[src/rtl/queue_axi_w_drain.sv]
// queue_axi_w_drain: drains an upstream FIFO into one AXI4 write burst per command
//   cmd_*           : burst command (start address, AWLEN-encoded length)
//   fifo_*          : FWFT FIFO head word, empty flag and pop strobe
//   aw*/w*/b*       : AXI4 write address, write data and write response channels
//   done/resp       : completion pulse and the captured write response
module queue_axi_w_drain #(
    parameter int ADDR_WIDTH = 32,
    parameter int DATA_WIDTH = 32
) (
    input  logic                    clk,
    input  logic                    rst,
    input  logic                    cmd_valid,
    output logic                    cmd_ready,
    input  logic [ADDR_WIDTH-1:0]   cmd_addr,
    input  logic [7:0]              cmd_len,
    input  logic                    fifo_empty,
    input  logic [DATA_WIDTH-1:0]   fifo_head_data,
    output logic                    fifo_dequeue,
    output logic                    awvalid,
    input  logic                    awready,
    output logic [ADDR_WIDTH-1:0]   awaddr,
    output logic [7:0]              awlen,
    output logic [2:0]              awsize,
    output logic [1:0]              awburst,
    output logic                    wvalid,
    input  logic                    wready,
    output logic [DATA_WIDTH-1:0]   wdata,
    output logic [DATA_WIDTH/8-1:0] wstrb,
    output logic                    wlast,
    input  logic                    bvalid,
    output logic                    bready,
    input  logic [1:0]              bresp,
    output logic                    done,
    output logic [1:0]              resp
);
    localparam logic [2:0] AW_SIZE = 3'($clog2(DATA_WIDTH / 8));

    typedef enum logic [1:0] {IDLE, ADDR, DATA, RESP} state_t;

    state_t                  state_q, state_d;
    logic [ADDR_WIDTH-1:0]   addr_q, addr_d;
    logic [7:0]              len_q, len_d;
    logic [7:0]              cnt_q, cnt_d;
    logic [1:0]              resp_q, resp_d;

    assign awaddr       = addr_q;
    assign awlen        = len_q;
    assign awsize       = AW_SIZE;
    assign awburst      = 2'b01;
    assign wdata        = fifo_head_data;
    assign wstrb        = '1;
    assign fifo_dequeue = wvalid & wready;
    assign resp         = rst ? 2'b00 : resp_q;

    always_ff @(posedge clk) begin
        if (rst) begin
            state_q <= IDLE;
            addr_q  <= '0;
            len_q   <= '0;
            cnt_q   <= '0;
            resp_q  <= '0;
        end else begin
            state_q <= state_d;
            addr_q  <= addr_d;
            len_q   <= len_d;
            cnt_q   <= cnt_d;
            resp_q  <= resp_d;
        end
    end

    always_comb begin
        state_d   = state_q;
        addr_d    = addr_q;
        len_d     = len_q;
        cnt_d     = cnt_q;
        resp_d    = resp_q;
        cmd_ready = 1'b0;
        awvalid   = 1'b0;
        wvalid    = 1'b0;
        wlast     = 1'b0;
        bready    = 1'b0;
        done      = 1'b0;
        case (state_q)
            IDLE: begin
                cmd_ready = 1'b1;
                if (cmd_valid) begin
                    addr_d  = cmd_addr;
                    len_d   = cmd_len;
                    state_d = ADDR;
                end
            end
            ADDR: begin
                awvalid = 1'b1;
                if (awready) begin
                    cnt_d   = '0;
                    state_d = DATA;
                end
            end
            DATA: begin
                // an empty FIFO simply withholds the beat; the counter holds
                wvalid = !fifo_empty;
                wlast  = !fifo_empty && cnt_q == len_q;
                if (wvalid && wready) cnt_d = cnt_q + 8'd1;
                if (wlast && wready) state_d = RESP;
            end
            RESP: begin
                bready = 1'b1;
                if (bvalid) begin
                    resp_d  = bresp;
                    done    = 1'b1;
                    state_d = IDLE;
                end
            end
        endcase
        // reset silences every handshake at once so a burst is abandoned without a pop
        if (rst) begin
            cmd_ready = 1'b0;
            awvalid   = 1'b0;
            wvalid    = 1'b0;
            wlast     = 1'b0;
            bready    = 1'b0;
            done      = 1'b0;
        end
    end
endmodule

[config.mk]
export PLATFORM = sky130hd
export DESIGN_NAME = queue_axi_w_drain
export DESIGN_NICKNAME = d
export VERILOG_FILES = /design/src/rtl/queue_axi_w_drain.sv
export SDC_FILE = /design/constraint.sdc
export NUM_CORES = 1
export LEC_CHECK = 0
export CORE_AREA = 2 2 86 88
export CTS_BUF_LIST = sky130_fd_sc_hd__clkbuf_8
export CTS_CLUSTER_DIAMETER = 40
export CTS_CLUSTER_SIZE = 25
export DETAILED_ROUTE_END_ITERATION = 8
export DIE_AREA = 0 0 88 90
export GPL_TIMING_DRIVEN = 0
export HOLD_SLACK_MARGIN = 0.08
export PLACE_DENSITY = 0.81
export SYNTH_ARGS = -nofsm -noshare
export SYNTH_HDL_FRONTEND = slang
export SYNTH_SLANG_ARGS = --single-unit
[constraint.sdc]
create_clock -name clk -period 2.4 [get_ports clk]
set_input_delay 0.72 -clock clk [delete_from_list [all_inputs] [get_ports clk]]
set_output_delay 0.72 -clock clk [all_outputs]
set_load 0.005 [all_outputs]
==> metrics.md <==
| Metric | Value |
|---|---|
| Global Route Usage Sum | 16.3% |
| Synth Area in Compound Gates | 12.1% |
| FFs w/ async S/R, synth | 0% |
| Mapped cell area | 2500 µm² |
| Max Root-Sink Buffers | 2 |
| Largest net degree at the start of global routing | 16 |
| Design Power | 2.73 mW |
| Worst-Margin Slew | 488 ps |
| Outcome | completed |
| Largest family of logic cells by synthesized area | simple AND/OR/NAND/NOR gates |
| Cell variety after synth | 32 |
| Crit end category | output port |
| Cells after Synth | 319 |
| Post-Syn Area per Cell | 7.83 µm² |
| Post-synthesis xor/xnor area fraction | 4.21% |
| Antenna Violating Nets Remaining | 0 |
| CP cell instances | ha_4, nor2b_4, and2_1, clkdlybuf4s50_1 |
| Final Hold Vio Count | 0 |
| Synth Register Bits | 52 |
| DR WL/cell | 12.0 µm |
| Share of cells above drive strength 1 | 14.8% |
| Mux contribution to synthesized area | 0.401% |
| Post-synth top cells | nand2_1, dfxtp_1, a21oi_1 |
| Htree depth | 2 |
| Site Rows | 31 |
| Antenna diodes | 0 |
| TritonCTS clock tree | built |
| LEAKAGE | 1.69 nW |
| Final setup vio count | 0 |
| First-pass GRT wire length | 10.5 mm |
| CTS sink count | 52 |
| PwrDens | 659 nW/µm² |
| Req. time, crit path | 1680 ps |
| Core Box Area | 7020 µm² |
| First drt pass iteration count | 4 |
| Slew margin rel. | 66.6% |
| Bufs and invs on worst path | 1 |
| Crit Path Class | flip-flop to output port |
| Synth Area in Simple Gates | 23.0% |
| Final worst-path cycle share | 98.4% |
| DRT iter0 DRCs | 110 |
| Die ar. | 7920 µm² |
| CTS clk-pin slew, worst paths | 90 ps |
| Share of the synthesized area in the top cell type | 41.7% |
| Max Clock Freq | 0.424 GHz |
| Max-cap viol count | 0 |
| CP arrival | 1640 ps |
| Routed WL | 6.81 mm |
| Ys flop type | dfxtp_1 |
| Dpl cell area | 3930 µm² |
| # fillers | 651 |
| Max-slew violation count | 0 |
| GRT Residual Overflow | 0 |
| Critical Path Start Type | flip-flop |
| YS warnings | 0 |
| Count leader, synth | nand2_1 |
| Cell with the largest stage delay on the worst path | clkdlybuf4s50_1 |
| Top cell type by total area after synthesis | dfxtp_1 |
| Io pins | 171 |
| Initial core utilization | 35.6% |
| Initial antenna violation count | 0 |
| Post-synth EDFFs | 0 |
| GPL Wtd Cong | 0.813 |
| RSZ-0062 raised after global routing | no |
| Routed vias/inst | 4.51 |
| Hold/Removal Path Class | flip-flop to flip-flop |
| Worst path top cell family by delay | buffers and inverters |
| DP HPWL | 5.31 mm |
| IO Port Bufs | 128 |
| Die X | 88 µm |
| Critical path's largest stage delay | 500 ps |
| Vias in the first global route | 2352 |
| CTS buffer count | 5 |
| Worst Skew | 8.77 ps |
| Layout Area Growth over Synthesis | 66.1% |
| VDD IR max | 0.372 mV |
| Hold Buf Count CTS | 0 |
| DR DRC count | 0 |
| Final min period | 2360 ps |
| Clock Latency Late Sink | 300 ps |
| Nets@finish | 553 |
| Post-synthesis sequential area ratio | 41.7% |
| Root Buffer | clkbuf_8 |
| Fin area | 4150 µm² |
| Chip height | 90 µm |
| CP max FO | 5 |
| Via count | 2552 |
| Final core occ | 59.1% |
| Synth top area cells | dfxtp_1, nand2_1, buf_4, a21oi_1, xor2_1 |
| Adder-cell share of the synthesized area | 3.00% |
==> registers in the layout (all words and copies together), names as in the netlist <==
name	count
awlen	8
awaddr	32
state_q	2
resp_q	2
cnt_q	8
==> kinds of logic after synthesis <==
kind of cell	after synthesis
buf+inv	61
fa+ha+maj	6
compound gates	55
simple gates	130
flops	52
xor+xnor	12
mux	1
other cells	2
==> worst paths after layout <==
path / start / end / slack, ps / cells after the start
hold reg to reg: awaddr[4] / awaddr[4] / 460 / 2
hold / removal: awaddr[4] / awaddr[4] / 460 / 2
setup / recovery: state_q[1] / done / 40 / 4
setup reg to reg: state_q[0] / cnt_q[7] / 330 / 7
==> layout make-up <==
cell class                      count  area [µm²]  area share, %
Sequential cell                    52        1050           25.3
Timing Repair Buffer              133        1310           31.5
Multi-Input combinational cell    213        1170           28.3
Clock buffer                        6        82.6           1.99
Buffer                             57         388           9.35
Clock inverter                      2        10.0          0.241
Tap cell                           99         124           2.98
Inverter                            4        15.0          0.362
==> layout by cell type, fill, tap and decap left out, types with 2 or more instances in the layout <==
cell type,Yosys,routed
nand3_1,7,7
a211oi_1,2,2
dlygate4sd2_1,0,7
nor4_4,0,2
ha_4,0,2
xnor2_1,2,2
or4_1,2,2
and2_1,2,2
nand2_1,88,88
dfxtp_1,52,49
conb_1,2,9
nor4_1,4,2
buf_4,41,46
inv_1,4,3
nor2_1,7,6
clkbuf_1,15,13
a21oi_1,46,46
nor2b_1,11,10
clkdlybuf4s50_1,0,118
dfxtp_4,0,2
ha_1,6,4
clkinv_2,0,2
clkbuf_8,0,8
nand2b_1,4,3
xor2_1,10,10
==> stage by stage <==
stage          TNS, ps  hold WS (ps)  worst slack (ps)  cells
6_report             0           457              39.1    566
5_1_grt              0           477              7.28    566
4_1_cts          -5.77           459             -5.77    566
3_5_place_dp     -3120           446              -445    553
3_3_place_gp     -2960           438              -454    553
2_1_floorplan        0           432               262    326
==> repair_timing <==
item | CTS | global route
setup endpoints to repair | 9 | 3
resized for setup | 30 | 7
setup buffers | 5 | 0
pin swaps | 4 | 0
endpoints found under the hold margin | 0 | 0
==> metal layers <==
metal,up-vias,share of wire [%],global-route usage (%)
met5,-,0,0
met4,0,0.65,3.08
met3,6,9.1,5.51
met2,99,53,29.6
met1,1164,38,18.1
li1,1283,-,-
==> power by group <==
part           switching, mW  internal (mW)  total [mW]
Combinational          0.483          0.621        1.10
Clock                  0.288          0.231       0.520
Sequential            0.0981           1.01        1.11
==> tightest hold or removal path, cell delays in order, from the launching register on <==
cell and delay, ps:
dfxtp_1 320, nand2_1 50, a21oi_1 50
No activity file was read; power rests on OpenSTA's default activity.
